File: src/rtl/dma_pkg.sv
// Shared definitions for the DMA channel-1 read request path.
package dma_pkg;

    // Request generator states
    typedef enum logic [2:0] {
        StIdle,
        StCalc,
        StWaitCr,
        StReq,
        StHdr
    } rd_state_e;

    localparam logic [7:0]  FMT_TYPE_MRD32 = 8'h00;
    localparam logic [7:0]  FMT_TYPE_CPLD  = 8'h4A;
    localparam logic [2:0]  CH1_TAG        = 3'b001;
    localparam int unsigned HDR_WORDS      = 6;

    // Credit counter width; INIT values must fit
    localparam int unsigned CR_W = 12;

    // Chunk size in DW: smallest of the remaining job, the max read request
    // size and the distance to the next 4 KB boundary. Never 0 because
    // remaining_dw is nonzero whenever this is used.
    function automatic logic [10:0] calc_chunk_dw(input logic [9:0]  remaining_dw,
                                                  input logic [9:0]  addr_dw_off,
                                                  input int unsigned max_rd_bytes);
        logic [10:0] to_4k;
        logic [10:0] mrrs;
        logic [10:0] chunk;
        to_4k = 11'd1024 - {1'b0, addr_dw_off};
        mrrs  = 11'(max_rd_bytes / 4);
        chunk = {1'b0, remaining_dw};
        if (mrrs < chunk) begin
            chunk = mrrs;
        end
        if (to_4k < chunk) begin
            chunk = to_4k;
        end
        return chunk;
    endfunction

endpackage

File: src/rtl/dma_cr_meter.sv
// Completion header/data credit meter: two saturating counters with a
// debit port (one header + N DW) and a return port (one header + N DW).
module dma_cr_meter
    import dma_pkg::*;
#(
    parameter int unsigned CPLH_INIT = 8,
    parameter int unsigned CPLD_INIT = 128
) (
    input  logic            clk_125,
    input  logic            rst,
    input  logic            debit,
    input  logic [10:0]     debit_dw,
    input  logic            ret_h,
    input  logic [7:0]      ret_dw,
    output logic [CR_W-1:0] cplh_avail,
    output logic [CR_W-1:0] cpld_avail
);

    logic [CR_W+1:0] h_sum;
    logic [CR_W+1:0] d_sum;
    logic [CR_W+1:0] h_next;
    logic [CR_W+1:0] d_next;

    // Net of return and debit first, then clamp, so a simultaneous pair is
    // never lost to saturation.
    always_comb begin
        h_sum = {2'b00, cplh_avail};
        d_sum = {2'b00, cpld_avail};
        if (ret_h) begin
            h_sum = h_sum + (CR_W+2)'(1);
            d_sum = d_sum + (CR_W+2)'(ret_dw);
        end
        if (debit) begin
            h_sum = (h_sum >= (CR_W+2)'(1)) ? h_sum - (CR_W+2)'(1) : '0;
            d_sum = (d_sum >= (CR_W+2)'(debit_dw)) ? d_sum - (CR_W+2)'(debit_dw) : '0;
        end
        h_next = (h_sum > (CR_W+2)'(CPLH_INIT)) ? (CR_W+2)'(CPLH_INIT) : h_sum;
        d_next = (d_sum > (CR_W+2)'(CPLD_INIT)) ? (CR_W+2)'(CPLD_INIT) : d_sum;
    end

    // Counter registers, reloaded on reset
    always_ff @(posedge clk_125) begin
        if (rst) begin
            cplh_avail <= CR_W'(CPLH_INIT);
            cpld_avail <= CR_W'(CPLD_INIT);
        end else begin
            cplh_avail <= h_next[CR_W-1:0];
            cpld_avail <= d_next[CR_W-1:0];
        end
    end

endmodule

File: src/rtl/dma_rd_req_tx.sv
// Channel-1 read request generator: splits a read job into MRd32 TLPs,
// meters completion credits and drives the 16-bit TX bus.
module dma_rd_req_tx
    import dma_pkg::*;
#(
    parameter int unsigned MAX_RD_BYTES = 512,
    parameter int unsigned CPLH_INIT    = 8,
    parameter int unsigned CPLD_INIT    = 128,
    parameter logic [15:0] REQ_ID       = 16'h0000
) (
    input  logic        clk_125,
    input  logic        rst,
    input  logic        ch1_start,
    input  logic [31:0] ch1_addr,
    input  logic [11:0] ch1_size,
    input  logic        ch1_done,
    output logic        ch1_pending,
    output logic        busy,
    output logic        start_err,
    input  logic        cplh_cr,
    input  logic [7:0]  cpld_cr,
    output logic        tx_req,
    input  logic        tx_rdy,
    output logic        tx_st,
    output logic        tx_end,
    output logic [15:0] tx_data
);

    rd_state_e       state;
    logic [29:0]     addr_q;
    logic [9:0]      remaining_dw;
    logic [10:0]     chunk_dw;
    logic [2:0]      word_cnt;
    logic [CR_W-1:0] cplh_avail;
    logic [CR_W-1:0] cpld_avail;
    logic            accept;
    logic            debit;
    logic [2:0]      hdr_idx;
    logic [15:0]     hdr_next;
    logic [3:0]      last_be;
    logic            unused_bits;

    assign unused_bits = ^{ch1_addr[1:0], ch1_size[1:0]};

    assign accept = ch1_start && (state == StIdle) && !ch1_pending && (ch1_size[11:2] != 10'd0);
    assign debit  = (state == StHdr) && (word_cnt == 3'd0);
    assign busy   = (state != StIdle);

    dma_cr_meter #(
        .CPLH_INIT (CPLH_INIT),
        .CPLD_INIT (CPLD_INIT)
    ) u_cr_meter (
        .clk_125    (clk_125),
        .rst        (rst),
        .debit      (debit),
        .debit_dw   (chunk_dw),
        .ret_h      (cplh_cr),
        .ret_dw     (cpld_cr),
        .cplh_avail (cplh_avail),
        .cpld_avail (cpld_avail)
    );

    // Header word to present on the next cycle
    always_comb begin
        hdr_idx  = (state == StHdr) ? word_cnt + 3'd1 : 3'd0;
        last_be  = (chunk_dw == 11'd1) ? 4'h0 : 4'hF;
        hdr_next = 16'h0000;
        case (hdr_idx)
            3'd0:    hdr_next = {FMT_TYPE_MRD32, 8'h00};
            3'd1:    hdr_next = {6'b0, chunk_dw[9:0]};  // 1024 DW wraps to 0
            3'd2:    hdr_next = REQ_ID;
            3'd3:    hdr_next = {5'b0, CH1_TAG, last_be, 4'hF};
            3'd4:    hdr_next = addr_q[29:14];
            3'd5:    hdr_next = {addr_q[13:0], 2'b00};
            default: hdr_next = 16'h0000;
        endcase
    end

    // Request FSM with registered TX outputs
    always_ff @(posedge clk_125) begin
        if (rst) begin
            state        <= StIdle;
            addr_q       <= '0;
            remaining_dw <= '0;
            chunk_dw     <= '0;
            word_cnt     <= '0;
            ch1_pending  <= 1'b0;
            start_err    <= 1'b0;
            tx_req       <= 1'b0;
            tx_st        <= 1'b0;
            tx_end       <= 1'b0;
            tx_data      <= '0;
        end else begin
            start_err <= ch1_start && !accept;
            if (ch1_done && (state == StIdle)) begin
                ch1_pending <= 1'b0;
            end
            case (state)
                StIdle: begin
                    if (accept) begin
                        addr_q       <= ch1_addr[31:2];
                        remaining_dw <= ch1_size[11:2];
                        ch1_pending  <= 1'b1;
                        state        <= StCalc;
                    end
                end
                StCalc: begin
                    chunk_dw <= calc_chunk_dw(remaining_dw, addr_q[9:0], MAX_RD_BYTES);
                    state    <= StWaitCr;
                end
                StWaitCr: begin
                    if ((cplh_avail != '0) && (cpld_avail >= {1'b0, chunk_dw})) begin
                        tx_req <= 1'b1;
                        state  <= StReq;
                    end
                end
                StReq: begin
                    if (tx_rdy) begin
                        tx_req   <= 1'b0;
                        tx_st    <= 1'b1;
                        tx_data  <= hdr_next;
                        word_cnt <= 3'd0;
                        state    <= StHdr;
                    end
                end
                StHdr: begin
                    if (word_cnt == 3'(HDR_WORDS - 1)) begin
                        tx_end       <= 1'b0;
                        tx_data      <= '0;
                        addr_q       <= addr_q + 30'(chunk_dw);
                        remaining_dw <= remaining_dw - chunk_dw[9:0];
                        state        <= (remaining_dw == chunk_dw[9:0]) ? StIdle : StCalc;
                    end else begin
                        word_cnt <= word_cnt + 3'd1;
                        tx_st    <= 1'b0;
                        tx_end   <= (word_cnt == 3'(HDR_WORDS - 2));
                        tx_data  <= hdr_next;
                    end
                end
                default: state <= StIdle;
            endcase
        end
    end

endmodule

File: config.mk
export PLATFORM = sky130hd
export DESIGN_NAME = dma_rd_req_tx
export DESIGN_NICKNAME = d
export VERILOG_FILES = /design/src/rtl/dma_pkg.sv /design/src/rtl/dma_cr_meter.sv /design/src/rtl/dma_rd_req_tx.sv
export SDC_FILE = /design/constraint.sdc
export NUM_CORES = 1
export LEC_CHECK = 0
export CORE_AREA = 4 4 124 126
export CTS_CLUSTER_SIZE = 25
export DETAILED_ROUTE_END_ITERATION = 16
export DIE_AREA = 0 0 128 130
export GPL_TIMING_DRIVEN = 0
export PLACE_DENSITY = 0.81
export SYNTH_ARGS = -nofsm -noshare
export SYNTH_HDL_FRONTEND = slang
export SYNTH_SLANG_ARGS = --single-unit
File: constraint.sdc
create_clock -name clk_125 -period 5.3 [get_ports clk_125]
set_clock_uncertainty 0.05 [all_clocks]
set_input_delay 0.795 -clock clk_125 [delete_from_list [all_inputs] [get_ports clk_125]]
set_output_delay 0.795 -clock clk_125 [all_outputs]
set_load 0.02 [all_outputs]
==> summary.md <==
| Metric | Value |
|---|---|
| Synth Instances | between 1,000 and 1,500 |
| Reg power frac | 0.324 |
| Leakage | 0.003589 uW |
| Drt pass-1 iters | 6 |
| Async S/R FF share, synth | 0 |
| Clock root cell | clkbuf_16 |
| Max Root-Sink Buffers | 2 |
| Critical Path Source Type | input port |
| Worst-skew pair later-pin latency | 0.37 ns |
| Power Density | 311.1 nW/um^2 |
| WHS | 0.4175 ns |
| Crit path required time | 5.54 ns |
| Hold_buf cts | 0 |
| Worst hold endpoint | tx_data[5] |
| Final hold vios | 0 |
| Crit-path max FO | 8 |
| Fin crit share | 0.9676 |
| DR DRC count | 0 |
| Sw Ratio | 0.4131 |
| Sequential share of the synthesized area | 0.2460 |
| Global route overflow | 0 |
| Layout area overhead | 16.24% |
| Die width | 128 um |
| DIE AREA | 16,640 um^2 |
| FF-to-FF Start | u_cr_meter.cpld_avail[0] |
| Nets | 1,330 |
| Logic gate share of total power | 0.434 |
| Total Routing Usage GR | 0.3108 |
| Status | finished clean |
| CTS Sinks | 102 |
| Core area | 14,310 um^2 |
| Syn avg cell area | 7.517 um^2 |
| CTS buffer count | 9 |
| Hpwl dp | slightly below 20,000 um |
| GRT busiest layer | met2 |
| Internal Power | 1761 uW |
| Synthesized area | between 8000 and 9000 um^2 |
| Wire length per cell | 18.95 um |
| I/O Pins | 80 |
| Worst-path clk slew | about 0.070 ns |
| Largest net degree at the start of global routing | 19 |
| Crit Path Class | in2reg |
| Switching pwr | 1240 uW |
| FMAX | roughly 200 MHz |
| Placed cell areas | 9315 um^2 |
| Fin util | 0.6740 |
| # setup viols final | 0 |
| Final Critical Period | 5.128 ns |
| Initial antenna violation count | 0 |
| Synth unique cells | 84 |
| CP arrival | about 5.4 ns |
| Vias in the first global route | roughly 8,100 |
| Drt total wl | 26,340 um |
| CTS tree | built |
| PortBufs | 74 |
| Met2 usage | 0.4929 |
| R2R Setup Slk | 0.71 ns |
| Worst R2R End | u_cr_meter.cpld_avail[3] |
| Crit end category | register |
| Share of layout cells above drive strength 1 | 0.04975 |
| HP Start | tx_data[5] |
| Die boundary height | 130 um |
| DRT iter0 DRCs | 1,076 |
| Detail Route Antenna Nets | 0 |
| Number of synthesized register bits | roughly 100 |
| RD Place Congestion | approximately 0.96 |
| Relative slew slack | 0.3457 |
| R2R cell count | 17 |
| Slew @ Worst Pin | between 0.9 and 1 ns |
| MaxCap Viol Count | 0 |
| Fin. max-slew vios | 0 |
| Via-to-Cell Ratio | 6.391 |
| Via count | 8,883 |
| Post-synth EDFFs | 0 |
| Clock power frac | 0.242 |
| Most common flop cell mapped by yosys | dfxtp_1 |
| Min-delay worst type | reg2reg |
| H-tree depth | 3 |
| Site Rows | 44 |
| Met1 usage in global routing | 0.4186 |
| GR Util met3 | 0.06877 |
| Final Cell Area | 9647 um^2 |
| Ys Warns | 0 |
| First-pass GRT wire length | 41,430 um |
| Hold Crit Depth | 2 |
| Peak VDD IR | 0.2389 mV |
| # diodes | 0 |
| Starting Density | 0.5798 |
-- metal layers --
metal  vias to the layer above  part of all wire
li1                       4261                 -
met1                      4134              0.44
met2                       420              0.45
met3                        68             0.083
met4                         0             0.030
met5                         -                 0
-- cells by family after synthesis --
family          count (synthesis)  synth area share
buf+inv                       101           0.04824
mux                            18           0.02292
fa+ha+maj                      71            0.1107
xor+xnor                       48           0.05066
compound gates                306            0.2489
flops                         102            0.2460
simple gates                  456            0.2717
other cells                     2         0.0009049
-- layout by cell type (no fill, tap or decap), types with 6 or more instances in the layout --
cell / netlist / layout
nor2_1: 136 / 136
nand2_1: 104 / 104
dfxtp_1: 102 / 102
a21oi_1: 86 / 86
clkdlybuf4s50_1: 0 / 74
ha_1: 67 / 67
clkbuf_1: 51 / 51
o21ai_0: 49 / 49
nand3_1: 42 / 42
nor3_1: 41 / 41
inv_1: 38 / 38
xnor2_1: 28 / 28
nor4_1: 25 / 25
a211oi_1: 26 / 25
xor2_1: 20 / 20
nand4_1: 18 / 18
o21a_1: 16 / 16
a21o_1: 14 / 14
a31oi_1: 14 / 14
conb_1: 2 / 14
and3_1: 13 / 13
nor2b_1: 12 / 12
a311oi_1: 11 / 11
mux2i_1: 10 / 10
clkbuf_16: 0 / 9
o211ai_1: 8 / 8
mux2_2: 8 / 8
nand2b_1: 8 / 8
a22oi_1: 8 / 8
or4_1: 7 / 7
o21bai_1: 7 / 7
nand3b_1: 6 / 6
a211o_1: 6 / 6
or3_1: 6 / 6
-- worst max-delay path, stage by stage --
cell	delay [ns]
clkdlybuf4s50_1	0.40
ha_1	0.24
fa_1	0.42
a21oi_2	0.18
o2111ai_2	0.22
a211oi_2	0.34
or3b_1	0.22
xnor2_1	0.16
ha_1	0.26
clkbuf_1	0.22
o21a_1	0.23
o21a_1	0.19
o41ai_2	0.07
nand2_1	0.18
o31ai_4	0.39
a21oi_2	0.09
or4b_4	0.59
nor3_2	0.19
-- area by class of cell --
class | count | area [um^2]
sequential | 102 | 2042
clock buffer | 10 | 239.0
inverter | 39 | 146.4
buffer | 62 | 254.0
multi-input combinational | 913 | 5919
tap | 184 | 230.2
fill | 1248 | 4667
timing repair buffer | 74 | 740.7
clock inverter | 6 | 75.07
-- cell usage after synthesis (5+ instances only) --
cell / n / area [um^2]
nor2_1: 136 / 510.5
nand2_1: 104 / 390.4
dfxtp_1: 102 / 2042
a21oi_1: 86 / 430.4
ha_1: 67 / 838.3
clkbuf_1: 51 / 191.4
o21ai_0: 49 / 245.2
nand3_1: 42 / 210.2
nor3_1: 41 / 205.2
inv_1: 38 / 142.6
xnor2_1: 28 / 245.2
a211oi_1: 26 / 195.2
nor4_1: 25 / 156.4
xor2_1: 20 / 175.2
nand4_1: 18 / 112.6
o21a_1: 16 / 120.1
a21o_1: 14 / 105.1
a31oi_1: 14 / 87.58
and3_1: 13 / 81.33
nor2b_1: 12 / 75.07
a311oi_1: 11 / 96.34
mux2i_1: 10 / 100.1
a22oi_1: 8 / 60.06
mux2_2: 8 / 90.09
nand2b_1: 8 / 50.05
o211ai_1: 8 / 60.06
o21bai_1: 7 / 52.55
or4_1: 7 / 52.55
a211o_1: 6 / 52.55
nand3b_1: 6 / 45.04
or3_1: 6 / 37.54
a2111oi_0: 5 / 43.79
buf_2: 5 / 25.02
nor4b_1: 5 / 43.79
o21ai_1: 5 / 25.02
-- power groups by stage --
stage	registers [uW]	logic [uW]	clock network (uW)
global placement	980	1230	0
floorplan	937	940	0
detailed placement	980	1260	0
finish	972	1300	726
CTS	964	1270	725
global route	978	1440	755
-- what timing repair did --
item                       in CTS  in global routing
setup endpoints to repair       0                  7
resized for setup               0                  3
buffers inserted                0                  0
-- metrics by stage --
stage	setup WS [ns]	instances	setup TNS (ns)	total power, uW
2_1_floorplan	0.6948	1116	0	1877
3_3_place_gp	-0.1291	1374	-0.6503	2212
3_5_place_dp	-0.2153	1374	-1.272	2239
4_1_cts	0.1315	1390	0	2956
5_1_grt	-0.01311	1390	-0.02396	3169
6_report	0.1720	1390	0	3001
-- registers in the layout (all words and copies together), names as in the netlist, 3 cells and up --
name                   flops
u_cr_meter.cpld_avail     12
u_cr_meter.cplh_avail     12
remaining_dw              10
state                      3
chunk_dw                  11
word_cnt                   3
addr_q                    30
tx_data                   16
-- worst max path at each step --
| stage | start | endpoint | slack [ns] | cells after the start |
|---|---|---|---|---|
| 2_1_floorplan | cpld_cr[0] | u_cr_meter.cpld_avail[0] | 0.69 | 15 |
| 3_3_place_gp | cpld_cr[0] | u_cr_meter.cpld_avail[3] | -0.13 | 18 |
| 3_5_place_dp | cpld_cr[0] | u_cr_meter.cpld_avail[3] | -0.22 | 18 |
| 4_1_cts | cpld_cr[0] | u_cr_meter.cpld_avail[3] | 0.13 | 18 |
| 5_1_grt | cpld_cr[0] | u_cr_meter.cpld_avail[3] | -0.01 | 18 |
| 6_report | cpld_cr[0] | u_cr_meter.cpld_avail[3] | 0.17 | 18 |
Power figures use the tool's default switching activity.
